### src/rtl/ram_blit_engine.sv
// ram_blit_engine: block copy / fill engine and CPU access arbiter in front of
// a single-port byte RAM with registered read data. While idle the CPU bus is
// passed straight through to the RAM. While an operation runs the engine owns
// the RAM and holds the CPU off with halt.
module ram_blit_engine #(
   parameter int ADDR_WIDTH = 15,
   parameter int DATA_WIDTH = 8
) (
   input  logic                  clock,
   input  logic                  reset,
   // CPU side
   input  logic [ADDR_WIDTH-1:0] cpu_address,
   input  logic [DATA_WIDTH-1:0] cpu_data,
   input  logic                  cpu_wren,
   output logic [DATA_WIDTH-1:0] cpu_q,
   // operation request
   input  logic                  start,
   input  logic                  fill_mode,
   input  logic [ADDR_WIDTH-1:0] src_addr,
   input  logic [ADDR_WIDTH-1:0] dst_addr,
   input  logic [ADDR_WIDTH-1:0] length,
   input  logic [DATA_WIDTH-1:0] fill_value,
   // status
   output logic                  busy,
   output logic                  halt,
   output logic                  done,
   // RAM side
   output logic [ADDR_WIDTH-1:0] ram_address,
   output logic [DATA_WIDTH-1:0] ram_data,
   output logic                  ram_wren,
   input  logic [DATA_WIDTH-1:0] ram_q
);

   typedef enum logic [1:0] {
      ST_IDLE = 2'd0,
      ST_RD   = 2'd1,
      ST_WR   = 2'd2,
      ST_FIN  = 2'd3
   } state_t;

   localparam logic [ADDR_WIDTH-1:0] ADDR_ZERO = {ADDR_WIDTH{1'b0}};
   localparam logic [ADDR_WIDTH-1:0] ADDR_ONE  = {{(ADDR_WIDTH-1){1'b0}}, 1'b1};
   localparam logic [DATA_WIDTH-1:0] DATA_ZERO = {DATA_WIDTH{1'b0}};

   state_t                state_q, state_d;
   logic [ADDR_WIDTH-1:0] src_q, src_d;
   logic [ADDR_WIDTH-1:0] dst_q, dst_d;
   logic [ADDR_WIDTH-1:0] cnt_q, cnt_d;
   logic                  fill_mode_q, fill_mode_d;
   logic [DATA_WIDTH-1:0] fill_value_q, fill_value_d;

   // Next-state logic: latch the request in IDLE, step pointers after each write.
   always_comb begin
      state_d      = state_q;
      src_d        = src_q;
      dst_d        = dst_q;
      cnt_d        = cnt_q;
      fill_mode_d  = fill_mode_q;
      fill_value_d = fill_value_q;
      case (state_q)
         ST_IDLE: begin
            if (start) begin
               src_d        = src_addr;
               dst_d        = dst_addr;
               cnt_d        = length;
               fill_mode_d  = fill_mode;
               fill_value_d = fill_value;
               if (length == ADDR_ZERO) begin
                  state_d = ST_FIN;
               end else if (fill_mode) begin
                  state_d = ST_WR;
               end else begin
                  state_d = ST_RD;
               end
            end else begin
               state_d = ST_IDLE;
            end
         end
         ST_RD: begin
            // ram_q carries the source byte in the following WR cycle
            state_d = ST_WR;
         end
         ST_WR: begin
            src_d = src_q + ADDR_ONE;
            dst_d = dst_q + ADDR_ONE;
            cnt_d = cnt_q - ADDR_ONE;
            // a count of one (or a corrupted zero) means this write is the last
            if (cnt_q <= ADDR_ONE) begin
               state_d = ST_FIN;
            end else if (fill_mode_q) begin
               state_d = ST_WR;
            end else begin
               state_d = ST_RD;
            end
         end
         ST_FIN: begin
            state_d = ST_IDLE;
         end
         default: begin
            state_d = ST_IDLE;
         end
      endcase
   end

   // State and operand registers with synchronous reset.
   always_ff @(posedge clock) begin
      if (reset) begin
         state_q      <= ST_IDLE;
         src_q        <= ADDR_ZERO;
         dst_q        <= ADDR_ZERO;
         cnt_q        <= ADDR_ZERO;
         fill_mode_q  <= 1'b0;
         fill_value_q <= DATA_ZERO;
      end else begin
         state_q      <= state_d;
         src_q        <= src_d;
         dst_q        <= dst_d;
         cnt_q        <= cnt_d;
         fill_mode_q  <= fill_mode_d;
         fill_value_q <= fill_value_d;
      end
   end

   // RAM port mux and status decode; start never reaches ram_wren combinationally.
   always_comb begin
      ram_address = cpu_address;
      ram_data    = cpu_data;
      ram_wren    = cpu_wren;
      busy        = 1'b0;
      done        = 1'b0;
      case (state_q)
         ST_IDLE: begin
            busy = 1'b0;
         end
         ST_RD: begin
            ram_address = src_q;
            ram_data    = DATA_ZERO;
            ram_wren    = 1'b0;
            busy        = 1'b1;
         end
         ST_WR: begin
            ram_address = dst_q;
            ram_wren    = 1'b1;
            busy        = 1'b1;
            if (fill_mode_q) begin
               ram_data = fill_value_q;
            end else begin
               ram_data = ram_q;
            end
         end
         ST_FIN: begin
            // CPU passthrough is already back in this cycle
            done = 1'b1;
         end
         default: begin
            busy = 1'b0;
         end
      endcase
   end

   assign halt  = busy;
   assign cpu_q = ram_q;

endmodule
### config.mk
export PLATFORM = sky130hd
export DESIGN_NAME = ram_blit_engine
export DESIGN_NICKNAME = d
export VERILOG_FILES = /design/src/rtl/ram_blit_engine.sv
export SDC_FILE = /design/constraint.sdc
export NUM_CORES = 1
export LEC_CHECK = 0
export CORE_MARGIN = 3
export CORE_UTILIZATION = 48
export CTS_BUF_LIST = sky130_fd_sc_hd__clkbuf_8
export CTS_CLUSTER_DIAMETER = 200
export DETAILED_ROUTE_END_ITERATION = 12
export PLACE_DENSITY = 0.83
export SETUP_SLACK_MARGIN = 0.05
export SKIP_CTS_REPAIR_TIMING = 1
export SLEW_MARGIN = 5
export SYNTH_ARGS = -nofsm -noshare
export SYNTH_HDL_FRONTEND = slang
export SYNTH_SLANG_ARGS = --single-unit
### constraint.sdc
create_clock -name clock -period 3.2 [get_ports clock]
set_input_delay 0.96 -clock clock [delete_from_list [all_inputs] [get_ports clock]]
set_output_delay 0.96 -clock clock [all_outputs]
set_load 0.02 [all_outputs]
==> flow_summary.ini <==
[run_status]
run_status = finished, final reports clean

[critical_path]
startpoint = ram_q[0]
timing.rr.start = state_q[0]$_SDFF_PP0_
cp_max_fo = 2
cp-end-kind = primary output
reg2reg_slack_ns = 0.73
timing.critical_path.to = cpu_q[0]
critical_path_class = input pin to primary output
critical_path_required_ns = 2.24
timing.critical_path.from_type = input pin
worst_r2r_endpoint = cnt_q[10]$_SDFFE_PP0P_
ff2ff_path_depth = 8
worst_endpoint_data_arrival_time_ns = 2.14

[floorplanning]
core-area_um2 = 7770
initial_core_util = 0.497
dieHeight_um = 95.6
io-pin-count = 124
placementRows = 32
die_w_um = 95.6
die_area_um2 = 9150

[finish]
antenna_cells_inserted = 0
final_net_count = 716
post_route_cells_drive_above_1_share = 0.0549
design_area_um2 = 5300
final_core_utilization = 0.682
areaGrowthSynthToFinish_pct = 37.3

[synthesis]
syn-instance-count = 525
area_of_the_mapped_netlist_um2 = 3860
ys_ff_latch = 56
synth-async-reset-ratio = 0
synth_area_leaders = sky130_fd_sc_hd__dfxtp_1 (29%), sky130_fd_sc_hd__a21oi_1 (8.2%), sky130_fd_sc_hd__nand2_1 (4.9%)
synthDominantAreaCellType = sky130_fd_sc_hd__dfxtp_1
synthFlopType = sky130_fd_sc_hd__dfxtp_1
post_synth_most_frequent_cells = sky130_fd_sc_hd__a21oi_1 (63), sky130_fd_sc_hd__dfxtp_1 (56), sky130_fd_sc_hd__nand2_1 (50)
synth_seq_area_share = 0.291
syn_nets = 622
share_of_yosys_cell_area_claimed_by_the_top_area_cell_type = 0.291
synth.most_common_cell = sky130_fd_sc_hd__a21oi_1
ys_types = 56
synth-warning-count = 0
post_synth.cell_area_avg_um2 = 7.35
synth_enable_flop_cells = 0

[global_route]
grt_first_pass_wirelength_um = 18600
vias_in_the_first_global_route = 3933
grt_antenna_before_repair = 0
grt_start_max_net_pins = 53
gr-usage-all-layers = 0.252
overflow = 0

[sta]
final.setup.tns_ns = 0
worst_clock_skew_ns = 0.00336
timing_worst_slew_pin_value_ns = 0.584
max_freq_mhz = 323
slew-limit-headroom = 0.611
finalCritPeriodShare = 0.967
final-hold-violation-count = 0
setup_slack_ns = 0.104
grt_setup_unrepaired = no
final_period_minus_worst_setup_slack_ns = 3.10
final_max_slew_viol_count = 0
final-setup-viol-count = 0

[clocking]
root_buf_cell = sky130_fd_sc_hd__clkbuf_8
clock_latency_ns = 0.32
cts_tree = done
h_tree_depth = 2
ctsLongestPathBuffers = 2
numClockSinks = 56
clkTransAtPathRegs_ns = 0.10
total_clock_buffers_created_by_cts = 5

[detailed_routing]
drt_drc_violations_left = 0
avgRoutedWirePerCell_um = 16.5
violation_count_after_the_first_detailed_route_iteration = 335
drtAntennaViolNets = 0
vias_per_cell = 6.11
number_of_iterations_in_the_first_detailed_routing_pass = 5
vias = 4403
totalWireLength_um = 11900

[place]
post-dp-hpwl_um = 8560
buffer_ports.inserted = 123
dp_worst_setup_slack_ns = -0.143
gp_congestion = 0.890
placedInstanceArea_um2 = 5130

[power_and_ir_drop]
leakagePower_uw = 0.00203
power_density_nw_per_um2 = 363
vdd.ir_drop.worst_mv = 0.179

[min_path]
min_path_type = flop to flop

[run]
maxCapViolations = 0
==> how the worst min path moves through the flow <==
stage / startpoint / endpoint / slack (ns) / cells past startpoint
global route: fill_value_q[5]$_SDFFE_PP0P_ / fill_value_q[5]$_SDFFE_PP0P_ / 0.48 / 2
finish: fill_value_q[5]$_SDFFE_PP0P_ / fill_value_q[5]$_SDFFE_PP0P_ / 0.46 / 2
floorplan: fill_value_q[0]$_SDFFE_PP0P_ / fill_value_q[0]$_SDFFE_PP0P_ / 0.44 / 2
global placement: fill_value_q[6]$_SDFFE_PP0P_ / fill_value_q[6]$_SDFFE_PP0P_ / 0.45 / 2
CTS: fill_value_q[5]$_SDFFE_PP0P_ / fill_value_q[5]$_SDFFE_PP0P_ / 0.46 / 2
detailed placement: fill_value_q[5]$_SDFFE_PP0P_ / fill_value_q[5]$_SDFFE_PP0P_ / 0.45 / 2
==> report_power, final <==
part / switching [uW] / internal (uW) / leakage (uW) / total, uW
registers: 75.4 / 755 / 0.000461 / 831
clock network: 232 / 194 / 0.0000503 / 426
logic: 335 / 329 / 0.00152 / 664
==> per-layer routing <==
metal / part of all wire / track usage
met1: 0.42 / 0.319
met3: 0.083 / 0.0442
met2: 0.48 / 0.436
met5: 0 / 0
met4: 0.015 / 0.0711
==> cells by family (layout without fill, tap and decap cells) <==
kind of cell,Yosys count,count (layout),share of synthesized area
and+or+nand+nor,199,199,0.270
DFF,56,56,0.291
buffers and inverters,66,160,0.0769
adders and majority gates,8,8,0.0259
muxes,21,21,0.0558
AOI/OAI and AO/OA,175,175,0.281
==> worst max-delay path, stage by stage <==
cell and delay [ns]:
sky130_fd_sc_hd__clkdlybuf4s50_1 0.48, sky130_fd_sc_hd__buf_4 0.10, sky130_fd_sc_hd__clkdlybuf4s50_1 0.59
==> through the flow <==
| step | hold WS [ns] | power (uW) | std cells |
|---|---|---|---|
| after detailed placement | 0.450 | 1510 | 714 |
| after global routing | 0.475 | 2020 | 721 |
| after global placement | 0.447 | 1490 | 714 |
| final | 0.461 | 1920 | 721 |
| after CTS | 0.463 | 1930 | 721 |
| after floorplan | 0.436 | 1220 | 525 |
==> sequential cells by signal (all words and copies together) (netlist names) <==
| signal | flops |
|---|---|
| fill_value_q | 8 |
| state_q | 2 |
| cnt_q | 15 |
| src_q | 15 |
| dst_q | 15 |
| fill_mode_q | 1 |
==> final cells by class <==
class                           instances  area (um^2)
Clock buffer                            7         96.3
Inverter                               17         63.8
Timing Repair Buffer                  136         1420
Multi-Input combinational cell        403         2470
Tap cell                              102          128
Sequential cell                        56         1120
Fill cell                             662         2470
==> cells in the final DEF, fill, tap and decap left out, types with 12 or more instances in the layout <==
master | Yosys | routed
sky130_fd_sc_hd__clkdlybuf4s50_1 | 0 | 98
sky130_fd_sc_hd__a21oi_1 | 63 | 63
sky130_fd_sc_hd__dfxtp_1 | 56 | 56
sky130_fd_sc_hd__nand2_1 | 50 | 49
sky130_fd_sc_hd__nor2_1 | 33 | 33
sky130_fd_sc_hd__dlymetal6s2s_1 | 0 | 24
sky130_fd_sc_hd__nand3_1 | 22 | 22
sky130_fd_sc_hd__a31oi_1 | 19 | 19
sky130_fd_sc_hd__nor3_1 | 18 | 18
sky130_fd_sc_hd__inv_1 | 17 | 17
sky130_fd_sc_hd__a22oi_1 | 17 | 17
sky130_fd_sc_hd__mux2i_1 | 17 | 16
sky130_fd_sc_hd__o22ai_1 | 12 | 12
sky130_fd_sc_hd__o21ai_0 | 12 | 12
Power figures use the tool's default switching activity.
